[src/rtl/disp_rst_seq.sv]
// ---------------------------------------------------------------------------
// disp_rst_seq
//
// Display reset sequencer. Waits for the raw PLL lock flag to settle and
// then releases one active-low reset per display interface in a fixed,
// staggered order. Losing lock or a restart request pulls every reset low
// again. Lock losses seen after the first release are reported as a
// one-cycle pulse and, optionally, counted.
//
// Ports:
//   clk         display clock
//   rst         asynchronous, active-high reset
//   pll_locked  raw PLL lock flag, asynchronous to clk
//   restart     synchronous single-cycle request to re-run the sequence
//   out_rstn    per-interface resets, active-low
//               (bit 0 lcd, 1 vga, 2 hdmi, 3 mipi, 4 spilcd)
//   seq_done    high while every reset output is released
//   lock_lost   one-cycle pulse on lock loss after the first release
//   lost_cnt    saturating count of lock_lost pulses
//
// Parameters:
//   SYNC_STAGES  flops in the pll_locked synchroniser (>= 2)
//   HOLD_CYCLES  synchronised-locked cycles before the first release (>= 1)
//   STEP_CYCLES  cycles between successive releases (>= 1)
//   N_OUT        number of reset outputs
//
// Configuration macro:
//   DISP_RST_SEQ_LOST_CNT_EN  when defined, lost_cnt is an 8-bit saturating
//                             counter; otherwise lost_cnt is tied to zero.
// ---------------------------------------------------------------------------
module disp_rst_seq #(
    parameter int SYNC_STAGES = 2,
    parameter int HOLD_CYCLES = 16,
    parameter int STEP_CYCLES = 4,
    parameter int N_OUT       = 5
) (
    input  logic             clk,
    input  logic             rst,
    input  logic             pll_locked,
    input  logic             restart,
    output logic [N_OUT-1:0] out_rstn,
    output logic             seq_done,
    output logic             lock_lost,
    output logic [7:0]       lost_cnt
);

    localparam int HW = (HOLD_CYCLES > 1) ? $clog2(HOLD_CYCLES) : 1;
    localparam int SW = (STEP_CYCLES > 1) ? $clog2(STEP_CYCLES) : 1;
    localparam int IW = $clog2(N_OUT + 1);

    localparam logic [HW-1:0] HOLD_LAST = HW'(HOLD_CYCLES - 1);
    localparam logic [SW-1:0] STEP_LAST = SW'(STEP_CYCLES - 1);
    localparam logic [IW-1:0] IDX_LAST  = IW'(N_OUT - 1);

    typedef enum logic [1:0] {
        WAIT_LOCK = 2'd0,
        HOLD      = 2'd1,
        RELEASE   = 2'd2,
        RUN       = 2'd3
    } state_t;

    state_t                 state, state_n;
    logic [SYNC_STAGES-1:0] sync_q;
    logic                   lk_s;
    logic                   restart_q;
    logic [HW-1:0]          hold_cnt, hold_cnt_n;
    logic [SW-1:0]          step_cnt, step_cnt_n;
    logic [IW-1:0]          idx, idx_n;
    logic [N_OUT-1:0]       out_rstn_n;
    logic                   seq_done_n;
    logic                   lock_lost_n;

    assign lk_s = sync_q[SYNC_STAGES-1];

    // Lock flag synchroniser. The restart request is registered alongside it
    // so the FSM acts on restart one edge after it is sampled, giving the
    // first release at R+1+HOLD_CYCLES.
    always_ff @(posedge clk or posedge rst) begin
        if (rst) begin
            sync_q    <= '0;
            restart_q <= 1'b0;
        end else begin
            sync_q    <= {sync_q[SYNC_STAGES-2:0], pll_locked};
            restart_q <= restart;
        end
    end

    // State, counters and all visible outputs are registered here so no
    // input can reach an output combinationally.
    always_ff @(posedge clk or posedge rst) begin
        if (rst) begin
            state     <= WAIT_LOCK;
            hold_cnt  <= '0;
            step_cnt  <= '0;
            idx       <= '0;
            out_rstn  <= '0;
            seq_done  <= 1'b0;
            lock_lost <= 1'b0;
        end else begin
            state     <= state_n;
            hold_cnt  <= hold_cnt_n;
            step_cnt  <= step_cnt_n;
            idx       <= idx_n;
            out_rstn  <= out_rstn_n;
            seq_done  <= seq_done_n;
            lock_lost <= lock_lost_n;
        end
    end

    // Next-state logic. Lock loss is tested before restart in every state
    // where both apply, so a simultaneous restart is swallowed by the loss.
    always_comb begin
        state_n     = state;
        hold_cnt_n  = hold_cnt;
        step_cnt_n  = step_cnt;
        idx_n       = idx;
        out_rstn_n  = out_rstn;
        seq_done_n  = seq_done;
        lock_lost_n = 1'b0;

        case (state)
            WAIT_LOCK: begin
                out_rstn_n = '0;
                seq_done_n = 1'b0;
                if (lk_s) begin
                    state_n    = HOLD;
                    hold_cnt_n = '0;
                end
            end

            HOLD: begin
                out_rstn_n = '0;
                seq_done_n = 1'b0;
                if (!lk_s) begin
                    // Nothing was released yet, so this is not reported.
                    state_n = WAIT_LOCK;
                end else if (restart_q) begin
                    hold_cnt_n = '0;
                end else if (hold_cnt == HOLD_LAST) begin
                    out_rstn_n = N_OUT'(1);
                    idx_n      = IW'(1);
                    step_cnt_n = '0;
                    if (N_OUT == 1) begin
                        seq_done_n = 1'b1;
                        state_n    = RUN;
                    end else begin
                        state_n    = RELEASE;
                    end
                end else begin
                    hold_cnt_n = hold_cnt + 1'b1;
                end
            end

            RELEASE, RUN: begin
                if (!lk_s) begin
                    out_rstn_n  = '0;
                    seq_done_n  = 1'b0;
                    lock_lost_n = 1'b1;
                    state_n     = WAIT_LOCK;
                end else if (restart_q) begin
                    out_rstn_n = '0;
                    seq_done_n = 1'b0;
                    hold_cnt_n = '0;
                    state_n    = HOLD;
                end else if (state == RELEASE) begin
                    if (step_cnt == STEP_LAST) begin
                        step_cnt_n = '0;
                        out_rstn_n = out_rstn | (N_OUT'(1) << idx);
                        idx_n      = idx + 1'b1;
                        if (idx == IDX_LAST) begin
                            seq_done_n = 1'b1;
                            state_n    = RUN;
                        end
                    end else begin
                        step_cnt_n = step_cnt + 1'b1;
                    end
                end
            end

            default: begin
                out_rstn_n = '0;
                seq_done_n = 1'b0;
                state_n    = WAIT_LOCK;
            end
        endcase
    end

`ifdef DISP_RST_SEQ_LOST_CNT_EN
    logic [7:0] lost_cnt_q;

    // Counts on the same edge that raises lock_lost; sticks at 255.
    always_ff @(posedge clk or posedge rst) begin
        if (rst) begin
            lost_cnt_q <= 8'd0;
        end else if (lock_lost_n && (lost_cnt_q != 8'hFF)) begin
            lost_cnt_q <= lost_cnt_q + 8'd1;
        end
    end

    assign lost_cnt = lost_cnt_q;
`else
    assign lost_cnt = 8'd0;
`endif

endmodule

[config.mk]
export PLATFORM = sky130hd
export DESIGN_NAME = disp_rst_seq
export DESIGN_NICKNAME = d
export VERILOG_FILES = /design/src/rtl/disp_rst_seq.sv
export SDC_FILE = /design/constraint.sdc
export NUM_CORES = 1
export LEC_CHECK = 0
export CORE_UTILIZATION = 50
export CTS_BUF_LIST = sky130_fd_sc_hd__clkbuf_8
export CTS_CLUSTER_DIAMETER = 50
export CTS_CLUSTER_SIZE = 20
export DETAILED_ROUTE_END_ITERATION = 16
export PLACE_DENSITY_LB_ADDON = 0.05
export SYNTH_ARGS = -nofsm -noshare
export SYNTH_HDL_FRONTEND = slang
export SYNTH_SLANG_ARGS = --single-unit
export TNS_END_PERCENT = 10
[constraint.sdc]
create_clock -name clk -period 5.2 [get_ports clk]
set_input_delay 0.52 -clock clk [delete_from_list [all_inputs] [get_ports clk]]
set_output_delay 0.52 -clock clk [all_outputs]
set_load 0.01 [all_outputs]
; ---- Word-level counts from Yosys, hierarchy flattened
; Cells that the tools add are included.
[op_classes]
addsub = 3
n_mul = 0
div = 0
order_cmp = 0
n_eq_ne = 21
shift = 1
mux = 49
bitwise_logic = 1
reduce_logical = 10
[op_table]
columns = operator, n
row1 = two-way mux 2 bit, 16
row2 = two-way mux 4 bit, 6
row3 = two-way mux 3 bit, 7
row4 = two-way mux 5 bit, 4
row5 = "inequality test 2 bit, second input constant", 9
row6 = one-hot mux 5 bit (3 select lines), 1
row7 = "inequality test 4 bit, second input constant", 3
row8 = one-hot mux 4 bit (3 select lines), 1
row9 = two-way mux 1 bit, 10
row10 = "inequality test 3 bit, second input constant", 3
row11 = AND reduction 8 bit, 1
row12 = AND reduction 7 bit, 1
row13 = "== test 2 bit, second input constant", 3
row14 = one-hot mux 2 bit (3 select lines), 1
row15 = one-hot mux 3 bit (2 select lines), 1
row16 = AND reduction 6 bit, 1
row17 = bitwise OR 5 bit, 1
row18 = AND reduction 5 bit, 1
row19 = "<< shifter 1 x 3 -> 5 bit, first input constant", 1
row20 = "adder 4 x 1 -> 4 bit, second input constant", 1
row21 = "== test 4 bit, second input constant", 1
row22 = one-hot mux 2 bit (2 select lines), 1
row23 = OR reduction 2 bit, 2
row24 = "adder 3 x 1 -> 3 bit, second input constant", 1
row25 = 8 further kinds, 8
[word_totals]
regBits = 21
latchBits = 0
ramBits = 0
mem_bits_ro = 0
input_bits = 4
output_inout_bits = 15
mem_count = 0

; ---- Depth between registers and ports, before layout
[logic_depth]
depth_word = 7
depth_mapped = 7
mapped_depth_nobuf = 6

; ---- Least setup slack after synthesis
; Ideal clock, no wire load.
[synth_path]
kind = flip-flop to flip-flop
startpoint = reg state[1]
endpoint = reg state[1]
setup_time_ns = 0.126
arrival_time_ns = 1.562
t_required_ns = 5.074
path_slack_ns = 3.511
path_stages_with_launch = 6
period_less_slack_ns = 1.689
cell_sequence = dfrtp_1 > ha_1 > and4b_4 > nor3_2 > o21a_1 > a311o_1
[synth_between]
elab_chain_cells = 4
elab_cells_between_ends = 13
[synth_rtl]
columns = item, line_no
row1 = "start, declared", 62  ; state_t state, state_n;
row2 = "start signal, assigned", 100  ; state <= state_n;
row3 = "== test 2 bit, on equally long branches", "121, 165"
row4 = OR reduction 2 bit, 121  ; case (state)
row5 = inequality test 4 bit (no source line), n/a
row6 = AND reduction 6 bit (no source line), n/a
; Parallel ways exist; a longest one is shown, timed or not.
; A chain may end at the register's enable or synchronous reset.

; ---- Worst setup path in the final report
[layout_path]
startpoint = reg state[1]
endpoint = reg hold_cnt[0]
[layout_between]
elab_chain_cells = 4
elab_cells_between_ends = 12
[layout_rtl]
columns = item, line_no
row1 = == test 2 bit, 121
row2 = OR reduction 2 bit, 121
row3 = inequality test 2 bit (no source line), n/a
row4 = AND reduction 5 bit (no source line), n/a
row5 = "end signal, assigned", 101  ; hold_cnt <= hold_cnt_n;
row6 = "end, declared", 66  ; logic [HW-1:0] hold_cnt, hold_cnt_n;
; Parallel ways exist; a longest one is shown, timed or not.

==> key figures <==
Floorplanning
  • Core region area: 0.00230 mm^2
  • Initial Util: 0.552
  • Die ar.: 0.00274 mm^2
  • Die Span Y: 52.4 um
  • Row cnt: 17
  • Top-Level Pins: 19
  • Die W: 52.4 um

STA
  • Rel. slew slack: 0.490
  • Final Max Tran Viols: 0
  • Endpoints failing setup: 0
  • Worst-margin pin slew: 0.764 ns
  • Crit share post-route: 0.367
  • Post-Route Setup TNS: 0 ns
  • RSZ-0062 raised after global routing: no
  • Layout Skew: 0.00138 ns
  • Fmax: 524 MHz
  • Final setup margin: 3.29 ns
  • Hold Violations, Final: 0
  • Min Tclk post-route: 1.91 ns

Setup path
  • Reg2Reg Depth: 6
  • Critical path fanouts, max: 10
  • Slowest CP cell: dfrtp_1
  • Reg2reg end: hold_cnt[0]$_DFFE_PP0P_
  • Crit Path Category: register to register
  • CP Data Required Time: 5.33 ns
  • CP Launch Type: register
  • CP endpoint kind: register
  • Launch point of the worst reg-to-reg path: state[1]$_DFFE_PP0P_
  • Flop2flop setup slack: 3.29 ns
  • CP arrival: 2.04 ns
  • CP peak stage delay: 0.45 ns
  • Crit-path cells: inv_1 -> ha_1 -> nor4_1 -> a21o_1 -> a21boi_0 -> mux2i_1

Min path
  • Hold path depth: 0
  • Min-delay worst type: register to register
  • Endpoint, Worst Hold: sync_q[1]$_DFF_PP0_
  • Worst Hold Launch: sync_q[0]$_DFF_PP0_

CTS
  • CTS Buffer Depth: 2
  • CTS buffer count: 3
  • CTS Hold Bufs: 0
  • Post-CTS sizing: 0
  • Clk_lat worst skew: 0.25 ns
  • Root Driver: clkbuf_8
  • Post-CTS setup repair buffer count: 0
  • H-Tree Depth: 1
  • CTS tree: yes
  • Worst-path clk slew: 0.07 ns
  • Clk sinks: 21

Synthesis
  • Post-synthesis sequential area ratio: 0.414
  • Mapped cell area: 0.00127 mm^2
  • Synth Warn #: 0
  • Primary FF master, synth: dfrtp_1
  • Number of synthesized flops with an enable pin: 0
  • Asr flop ratio synth: 1.00
  • Avg Cell Area, Syn: 10.1 um^2
  • Synth cell types: 44
  • Seq cells post-synth: 21
  • Cell count after synthesis: 126

Drt
  • Via density: 5.54
  • Post-route DRC: 0
  • WL/cell: 13.7 um
  • Iteration-0 DRC Markers: 21
  • ANT nets after route: 0
  • Total vias in the final route: 914
  • 1st-pass router iterations: 4
  • DRT Wirelength: 2.26 mm

Global routing
  • Gr usage total: 0.201
  • First-pass GRT wire length: 3.97 mm
  • Gr ovfl total: 0
  • Initial antenna violation count: 0
  • Largest net degree at the start of global routing: 22
  • Vias in the first global route: 863

Power and ir drop
  • Maximum vdd drop: 0.000205 V
  • Leakage: 0.643 nW
  • Pwr dens: 286 mW/mm^2

Cells and area
  • Syn-to-layout area delta: 10.6%
  • Fill count: 202
  • Layout cells sized above 1: 0.109
  • Final nets: 153
  • Layout Utilization: 0.611
  • Diode count: 0
  • Final non-filler cell total: 165

Status
  • Outcome: finished, final reports clean

Job
  • Max_cap viols: 0

Placement
  • DP HPWL: 1.69 mm
  • Worst slack at placement: 3.31 ns
  • GP Congestion: 0.836
  • Port Buf Inserts: 10
  • Dpl cells: 161
[area by class of cell]
cell class              count  area (um^2)  share of cell area
multi-input cells          95          671               0.478
repair buffers             10          100              0.0714
clock inverters             1         3.75             0.00268
clock buffers               3         41.3              0.0294
inverters                   7         26.3              0.0187
flip-flops and latches     21          526               0.375
well taps                  28         35.0              0.0250
[critical path: cells and delay by family (launching register included)]
| kind | cells | cell delay [ns] |
|---|---|---|
| AND/OR/NAND/NOR | 1 | 0.36 |
| buffers and inverters | 1 | 0.09 |
| multiplexers | 1 | 0.11 |
| adder cells (fa/ha/maj) | 1 | 0.33 |
| flip-flops | 1 | 0.45 |
| AO/OA/AOI/OAI | 2 | 0.44 |
[report_power, final]
| group | internal (W) | switching, W | total, W |
|---|---|---|---|
| Combinational | 0.0000474 | 0.0000706 | 0.000118 |
| Sequential | 0.000172 | 0.0000101 | 0.000182 |
| Clock | 0.0000525 | 0.0000496 | 0.000102 |
[cell families (layout without fill, tap and decap cells)]
kind of cell / after synthesis / in the layout / synth area share
muxes: 6 / 6 / 0.0503
and+or+nand+nor: 41 / 41 / 0.188
AOI/OAI and AO/OA: 29 / 29 / 0.158
buffers and inverters: 17 / 21 / 0.0779
DFF: 21 / 21 / 0.414
other: 1 / 8 / 0.00296
adders and majority gates: 11 / 11 / 0.108
[per-layer routing]
layer | share of wire | up-vias | GRT usage
met4 | 0.0093 | 0 | 0.0526
met3 | 0.054 | 4 | 0.0609
met2 | 0.45 | 33 | 0.297
met1 | 0.49 | 425 | 0.285
li1 | - | 452 | -
met5 | 0 | - | 0
[state kept, by name (all words and copies together), names as in the netlist]
| signal | count |
|---|---|
| hold_cnt | 4 |
| idx | 3 |
| lock_lost | 1 |
| out_rstn | 5 |
| restart_q | 1 |
| seq_done | 1 |
| state | 2 |
| step_cnt | 2 |
| sync_q | 2 |
[worst max-delay path by stage]
stage | from | to
after floorplan | state[1]$_DFFE_PP0P_ | state[1]$_DFFE_PP0P_
after CTS | state[1]$_DFFE_PP0P_ | hold_cnt[0]$_DFFE_PP0P_
final | state[1]$_DFFE_PP0P_ | hold_cnt[0]$_DFFE_PP0P_
after global routing | state[1]$_DFFE_PP0P_ | hold_cnt[0]$_DFFE_PP0P_
after detailed placement | state[1]$_DFFE_PP0P_ | hold_cnt[0]$_DFFE_PP0P_
after global placement | state[1]$_DFFE_PP0P_ | hold_cnt[0]$_DFFE_PP0P_
[cells in the mapped netlist, types with 2 or more instances]
cell type,n,share of area
a21o_1,2,0.012
and3_1,2,0.0099
o21ai_0,3,0.012
inv_1,7,0.021
nor3_1,2,0.0079
mux2_2,3,0.027
nand3_1,3,0.012
mux2i_1,3,0.024
nand2_1,7,0.021
ha_1,11,0.11
dfrtp_1,21,0.41
a21oi_1,9,0.036
buf_4,9,0.053
and2b_1,3,0.018
nor2_1,11,0.033
o21a_1,2,0.012
[metrics by stage]
| step | hold slack [ns] | cell area [um^2] | power (W) |
|---|---|---|---|
| floorplan | 0.331 | 1290 | 0.000284 |
| global placement | 0.335 | 1360 | 0.000300 |
| detailed placement | 0.335 | 1360 | 0.000301 |
| CTS | 0.352 | 1400 | 0.000405 |
| global route | 0.379 | 1400 | 0.000430 |
| finish | 0.351 | 1400 | 0.000402 |
[cells in the final DEF (no fill, tap or decap), types with 2 or more instances in the layout]
cell type,count
a21o_1,2
a21oi_1,9
and2b_1,3
and3_1,2
clkbuf_8,3
clkdlybuf4s50_1,10
conb_1,8
dfrtp_1,21
ha_1,11
inv_1,8
mux2_2,3
mux2i_1,3
nand2_1,7
nand3_1,3
nor2_1,11
nor3_1,2
o21a_1,2
o21ai_0,3
(Power assumes the default switching activity.)
